### config.mk
export PLATFORM = sky130hd
export DESIGN_NAME = dps_utim_nch
export DESIGN_NICKNAME = d
export VERILOG_FILES = /design/src/rtl/dps_utim_nch.sv
export SDC_FILE = /design/constraint.sdc
export NUM_CORES = 2
export LEC_CHECK = 0
export ABC_AREA = 0
export CORE_MARGIN = 4
export CORE_UTILIZATION = 35
export DETAILED_ROUTE_END_ITERATION = 8
export PLACE_DENSITY = 0.54
export SKIP_LAST_GASP = 1
export SLEW_MARGIN = 15
export SYNTH_ARGS = -nofsm -noshare
export SYNTH_HDL_FRONTEND = slang
export SYNTH_HIERARCHICAL = 1
export SYNTH_SLANG_ARGS = --single-unit
### constraint.sdc
create_clock -name iCLOCK -period 12.48 [get_ports iCLOCK]
set_clock_uncertainty 0.2 [all_clocks]
set_input_delay 1.872 -clock iCLOCK [delete_from_list [all_inputs] [get_ports iCLOCK]]
set_output_delay 1.872 -clock iCLOCK [all_outputs]
set_load 0.05 [all_outputs]
### src/rtl/dps_utim_nch.sv
// Universal timer: prescaled free-running counter plus NUM_CC compare channels
// behind the DPS register bus, with one held interrupt that carries a channel number.

module dps_utim_nch_ch #(
  parameter int CNT_W = 64
) (
  input  logic             gclk,
  input  logic             grst_n,
  input  logic             step,      // counter advances to cnt_nxt at this edge
  input  logic [CNT_W-1:0] cnt,
  input  logic [CNT_W-1:0] cnt_nxt,
  input  logic             wr_hi,
  input  logic             wr_lo,
  input  logic             wr_cfg,
  input  logic             wr_stat,
  input  logic [31:0]      wdata,
  input  logic             ack_clr,
  output logic [CNT_W-1:0] ccr,
  output logic [2:0]       cfg,
  output logic [1:0]       stat
);
  logic [CNT_W-1:0] target;
  logic [63:0]      ccr_ext;
  logic             en, ie, mode, flag, pend, match;

  assign ccr_ext = 64'(ccr);
  assign match   = step && en && (cnt_nxt == target);
  assign cfg     = {mode, ie, en};
  assign stat    = {pend, flag};

  always_ff @(posedge gclk or negedge grst_n) begin
    if (!grst_n) begin
      ccr    <= '0;
      target <= '0;
      en     <= 1'b0;
      ie     <= 1'b0;
      mode   <= 1'b0;
      flag   <= 1'b0;
      pend   <= 1'b0;
    end else begin
      if (wr_hi) ccr <= CNT_W'({wdata, ccr_ext[31:0]});
      if (wr_lo) ccr <= CNT_W'({ccr_ext[63:32], wdata});
      if (match && mode) target <= target + ccr;
      // a config write overrides the one-shot auto-disable; arming uses the pre-edge counter
      if (wr_cfg) begin
        if (wdata[0] && !en) target <= cnt + ccr;
        en   <= wdata[0];
        ie   <= wdata[1];
        mode <= wdata[2];
      end else if (match && !mode) begin
        en <= 1'b0;
      end
      flag <= (flag && !(wr_stat && wdata[0])) || match;
      pend <= (pend && !(wr_stat && wdata[1]) && !ack_clr) || (match && ie);
    end
  end
endmodule

module dps_utim_nch #(
  parameter int CNT_W  = 64,
  parameter int NUM_CC = 4,
  parameter int PRE_W  = 8
) (
  input  logic        iCLOCK,
  input  logic        inRESET,
  input  logic        iREQ,
  output logic        oBUSY,
  input  logic        iRW,
  input  logic [7:0]  iADDR,
  input  logic [31:0] iDATA,
  output logic        oVALID,
  output logic [31:0] oDATA,
  output logic        oIRQ_REQ,
  output logic [2:0]  oIRQ_NUM,
  input  logic        iIRQ_ACK
);
  typedef enum logic {IRQ_IDLE, IRQ_HOLD} irq_state_t;

  logic                          busy, acc, wr, rd;
  logic [3:0]                    blk;
  logic [1:0]                    sel;
  logic                          cnt_en, tick, commit, step;
  logic [PRE_W-1:0]              psc, pre;
  logic [CNT_W-1:0]              cnt, cnt_nxt;
  logic [63:0]                   cnt_ext;
  logic [31:0]                   wsh, rsh, rdata;
  logic [NUM_CC-1:0][CNT_W-1:0]  ccr;
  logic [NUM_CC-1:0][63:0]       ccr_ext;
  logic [NUM_CC-1:0][2:0]        cfg;
  logic [NUM_CC-1:0][1:0]        stat;
  logic [NUM_CC-1:0]             pend, ack_clr;
  irq_state_t                    irq_q, irq_d;
  logic [2:0]                    num_q, num_d, low_idx;
  logic                          unused_addr;

  assign acc         = iREQ && !busy;
  assign wr          = acc && iRW;
  assign rd          = acc && !iRW;
  assign blk         = iADDR[7:4];
  assign sel         = iADDR[3:2];
  assign unused_addr = ^iADDR[1:0];

  assign tick    = cnt_en && (pre == psc);
  assign commit  = wr && (blk == 4'h0) && (sel == 2'd2);
  assign step    = tick && !commit;  // a counter commit swallows the tick
  assign cnt_nxt = cnt + CNT_W'(1);
  assign cnt_ext = 64'(cnt);

  assign oBUSY    = busy;
  assign oIRQ_REQ = (irq_q == IRQ_HOLD);
  assign oIRQ_NUM = num_q;

  always_comb begin
    rdata = '0;
    if (blk == 4'h0) begin
      case (sel)
        2'd0: begin
          rdata[0]          = cnt_en;
          rdata[8 +: PRE_W] = psc;
        end
        2'd1:    rdata = rsh;
        2'd2:    rdata = cnt_ext[31:0];
        default: rdata = '0;
      endcase
    end
    for (int n = 0; n < NUM_CC; n++) begin
      if (blk == 4'(n + 2)) begin
        case (sel)
          2'd0:    rdata = ccr_ext[n][63:32];
          2'd1:    rdata = ccr_ext[n][31:0];
          2'd2:    rdata = 32'(cfg[n]);
          default: rdata = 32'(stat[n]);
        endcase
      end
    end
  end

  always_ff @(posedge iCLOCK or negedge inRESET) begin
    if (!inRESET) begin
      busy   <= 1'b0;
      oVALID <= 1'b0;
      oDATA  <= '0;
      rsh    <= '0;
      wsh    <= '0;
      cnt_en <= 1'b0;
      psc    <= '0;
      pre    <= '0;
      cnt    <= '0;
      irq_q  <= IRQ_IDLE;
      num_q  <= '0;
    end else begin
      busy   <= rd;
      oVALID <= rd;
      oDATA  <= rd ? rdata : '0;
      if (rd && blk == 4'h0 && sel == 2'd2) rsh <= cnt_ext[63:32];
      if (wr && blk == 4'h0 && sel == 2'd1) wsh <= iDATA;
      if (wr && blk == 4'h0 && sel == 2'd0) begin
        cnt_en <= iDATA[0];
        psc    <= iDATA[8 +: PRE_W];
      end
      if (!cnt_en || tick) pre <= '0;
      else                 pre <= pre + PRE_W'(1);
      if (commit)    cnt <= CNT_W'({wsh, iDATA});
      else if (tick) cnt <= cnt_nxt;
      irq_q <= irq_d;
      num_q <= num_d;
    end
  end

  always_comb begin
    low_idx = '0;
    for (int n = NUM_CC - 1; n >= 0; n--) begin
      if (pend[n]) low_idx = 3'(n);
    end
  end

  // interrupt is latched with its channel number and held until acknowledged
  always_comb begin
    irq_d   = irq_q;
    num_d   = num_q;
    ack_clr = '0;
    case (irq_q)
      IRQ_IDLE: begin
        if (|pend) begin
          irq_d = IRQ_HOLD;
          num_d = low_idx;
        end
      end
      IRQ_HOLD: begin
        if (iIRQ_ACK) begin
          irq_d = IRQ_IDLE;
          for (int n = 0; n < NUM_CC; n++) ack_clr[n] = (num_q == 3'(n));
        end
      end
      default: irq_d = IRQ_IDLE;
    endcase
  end

  for (genvar g = 0; g < NUM_CC; g++) begin : g_ch
    logic hit;
    assign hit        = wr && (blk == 4'(g + 2));
    assign ccr_ext[g] = 64'(ccr[g]);
    assign pend[g]    = stat[g][1];

    dps_utim_nch_ch #(.CNT_W(CNT_W)) u_ch (
      .gclk    (iCLOCK),
      .grst_n  (inRESET),
      .step    (step),
      .cnt     (cnt),
      .cnt_nxt (cnt_nxt),
      .wr_hi   (hit && sel == 2'd0),
      .wr_lo   (hit && sel == 2'd1),
      .wr_cfg  (hit && sel == 2'd2),
      .wr_stat (hit && sel == 2'd3),
      .wdata   (iDATA),
      .ack_clr (ack_clr[g]),
      .ccr     (ccr[g]),
      .cfg     (cfg[g]),
      .stat    (stat[g])
    );
  end
endmodule

==> qor.yml <==
cp_max_fo: 50
synthXorXnorAreaFrac_pct: 10.15
root_buffer: "clkbuf_16"
synth_compound_area_share_pct: 25.37
clock_sinks: 713
fillers: 19290
drtIter0Drc: 9759
insertion_delay_ns: 0.77
setup_viol: 0
firstDrtPassIters: 9
p_sw_share_pct: 49.64
reg2regPathDepth: 17
htreeDepth: 3
drc: 0
ys_async_sr_fraction_pct: 100.0
critPathLaunch: "cnt[1]$_DFFE_PN0P_"
tns_ns: 0
synth_top_family_by_area: "compound AO/OA/AOI/OAI gates"
maxClockFrequency_mhz: 120.6
synthMuxAreaShare_pct: 6.493
grt_pass1_vias: 62660
yosys.area_share.simple_pct: 17.26
die-area_mm2: 0.1962
wl_per_cell_um: 34.60
antenna_left: 0
share_clk_of_total_power_pct: 22.6
total_power_mw: 12.70
hold_path_class: "flip-flop to flip-flop"
synth-seq-area-share_pct: 26.95
status: "completed"
clock_path_buffers: 3
synthDistinctLibCells: 113
hold_viol: 0
tightest_slew_ns: 1.361
io_buffers: 79
syn_to_final_growth_pct: 10.77
power_density_mw_per_mm2: 173.2
num_rows: 159
numCtsBuffers: 91
globalplace.congestion: 1.052
coreArea_mm2: 0.1880
tritoncts: "built"
holdPathStages: 2
clk_pin_slew_ns: 0.07
postCtsHoldBufs: 0
synth_edf_count: 0
crit_type: "flip-flop to flip-flop"
grt_antenna_before_repair: 46
stdcell_count: 10550
num_vias: 68670
drv_slew: 0
synth_fp_nets: 8578
cts_resized: 0
fin_nets: 8502
drv_cap: 0
fin_crit_ns: 8.289
die_x_um: 442.9
required_ns: 12.91
peakVddDrop_mv: 0.1363
arrival_ns: 8.72
hpwl_um: 274200
synth_fa_ha_area_share_pct: 9.880
ys_ff_latch: 713
grt_pass1_wl_um: 499000
via_per_inst: 6.510
synth_warnings: 6
track_usage_pct: 35.67
combPwrFrac_pct: 53.4
relSlewSlack_pct: 8.927
grt_overflow: 0
period_share_pct: 66.42
synthesis.area_mm2: 0.06621
p_switching_mw: 6.306
dp_cells: 10340
drive_gt1_share_pct: 10.30
ys.flop_type: "dfrtp_1"
r2r_start: "cnt[1]$_DFFE_PN0P_"
pin_count: 83
hp-start: "rsh[7]$_DFFE_PN0P_"
pwr-share-seq_pct: 24.0
avgSynthCellArea_um2: 8.261
die_h_um: 442.9
internal_power_mw: 6.398
wirelength_um: 365000
syn_inst: 8015
start_kind: "flip-flop"
grt_max_degree: 163
endpoint_kind: "flip-flop"
p_leak_nw: 32.43
rsz0062_at_grt: "false"
cts_setup_buffers: 0
initial_core_util_pct: 35.22
## sequential cells by signal (all words and copies together) (netlist names), 8 cells and up
register	cells
rsh	32
oDATA	32
g_ch.u_ch/target	256
wsh	32
pre	8
cnt	64
psc	8
g_ch.u_ch/ccr	256
## cell type report
class	count	area (µm²)	share of cell area, %
Clock inverter	38	513.0	0.6995
Timing Repair Buffer	253	2097	2.859
Clock buffer	128	2639	3.598
Multi-Input combinational cell	6680	46260	63.08
Antenna cell	41	102.6	0.1399
Inverter	200	750.7	1.024
Tap cell	2495	3122	4.257
Sequential cell	713	17850	24.34
## cell families after synthesis
kind of cell               count (synthesis)
AOI/OAI and AO/OA                       2632
xor gates and xnor gates                 767
adders and majority gates                518
buffers and inverters                    622
DFF                                      713
muxes                                    385
other                                      1
and+or+nand+nor                         2377
## metrics by stage
stage / hold slack [ns] / setup WS, ns / area (µm²) / util [%]
CTS: 0.2834 / 4.442 / 73170 / 38.92
floorplan: 0.2459 / 7.351 / 66210 / -
finish: 0.2792 / 4.191 / 73340 / 39.01
global placement: 0.2609 / 4.511 / 69990 / 37.23
global route: 0.2995 / 4.266 / 73250 / 38.96
detailed placement: 0.2708 / 4.462 / 70020 / 37.24
## power by group through the flow
stage          registers [mW]  clock network (mW)  logic (mW)
4_1_cts                  3.02                2.90        6.49
2_1_floorplan            2.80                   0        4.02
3_3_place_gp             3.06                   0        6.47
5_1_grt                  3.03                2.99        7.05
6_report                 3.05                2.88        6.78
3_5_place_dp             3.06                   0        6.45
## path summary, 6_finish.rpt
kind | slack [ns] | end
hold / removal | 0.28 | rsh[7]$_DFFE_PN0P_
min in group asynchronous | 0.89 | g_ch[0].u_ch/target[55]$_DFF_PN0_
max in group asynchronous | 8.51 | g_ch[3].u_ch/target[24]$_DFF_PN0_
hold reg to reg | 0.28 | rsh[7]$_DFFE_PN0P_
setup / recovery | 4.19 | g_ch[3].u_ch/target[16]$_DFF_PN0_
setup reg to reg | 4.19 | g_ch[3].u_ch/target[16]$_DFF_PN0_
## metal layers
layer / share of wire [%] / GRT usage (%)
met5: 0.027 / 0
met3: 10 / 8.815
met2: 40 / 50.76
met4: 8.6 / 25.52
met1: 40 / 46.92
## cells in the mapped netlist (116+ instances only)
cell	number	area, µm²
a211oi_1	125	938.4
a21o_1	273	2049
a21oi_1	917	4589
clkbuf_1	325	1220
dfrtp_1	713	17840
ha_1	510	6381
inv_1	197	739.5
mux2_2	339	3817
nand2_1	634	2380
nand3_1	140	700.7
nand4_1	235	1470
nor2_1	719	2699
nor3_1	132	660.6
o21ai_0	352	1762
o21bai_1	116	870.8
xnor2_1	479	4195
xor2_1	288	2522
## critical path: stages (launching register included)
cell       delay, ns
dfrtp_1         1.05
ha_1            0.37
nand3_1         0.21
nor2_1          0.63
nand3_1         0.46
buf_4           0.35
nor3_1          0.31
xor2_2          0.91
xor2_1          0.22
a221o_1         0.31
a2111oi_0       0.41
nand2_1         0.15
nor4_2          0.92
nand2_4         0.56
buf_4           0.48
and3_1          0.25
a21oi_1         0.17
o21ai_1         0.09
## layout by cell type (no fill, tap or decap), drive strengths merged, types with 135 or more instances in the layout
cell type    n
o21ai      465
ha         510
nor3       135
a21oi      918
nand3      141
inv        203
dfrtp      713
nand2      635
nor2       723
nand4      237
xnor2      479
a21o       276
buf        183
xor2       288
mux2       343
Note: power is estimated with default switching activity, not from simulation.
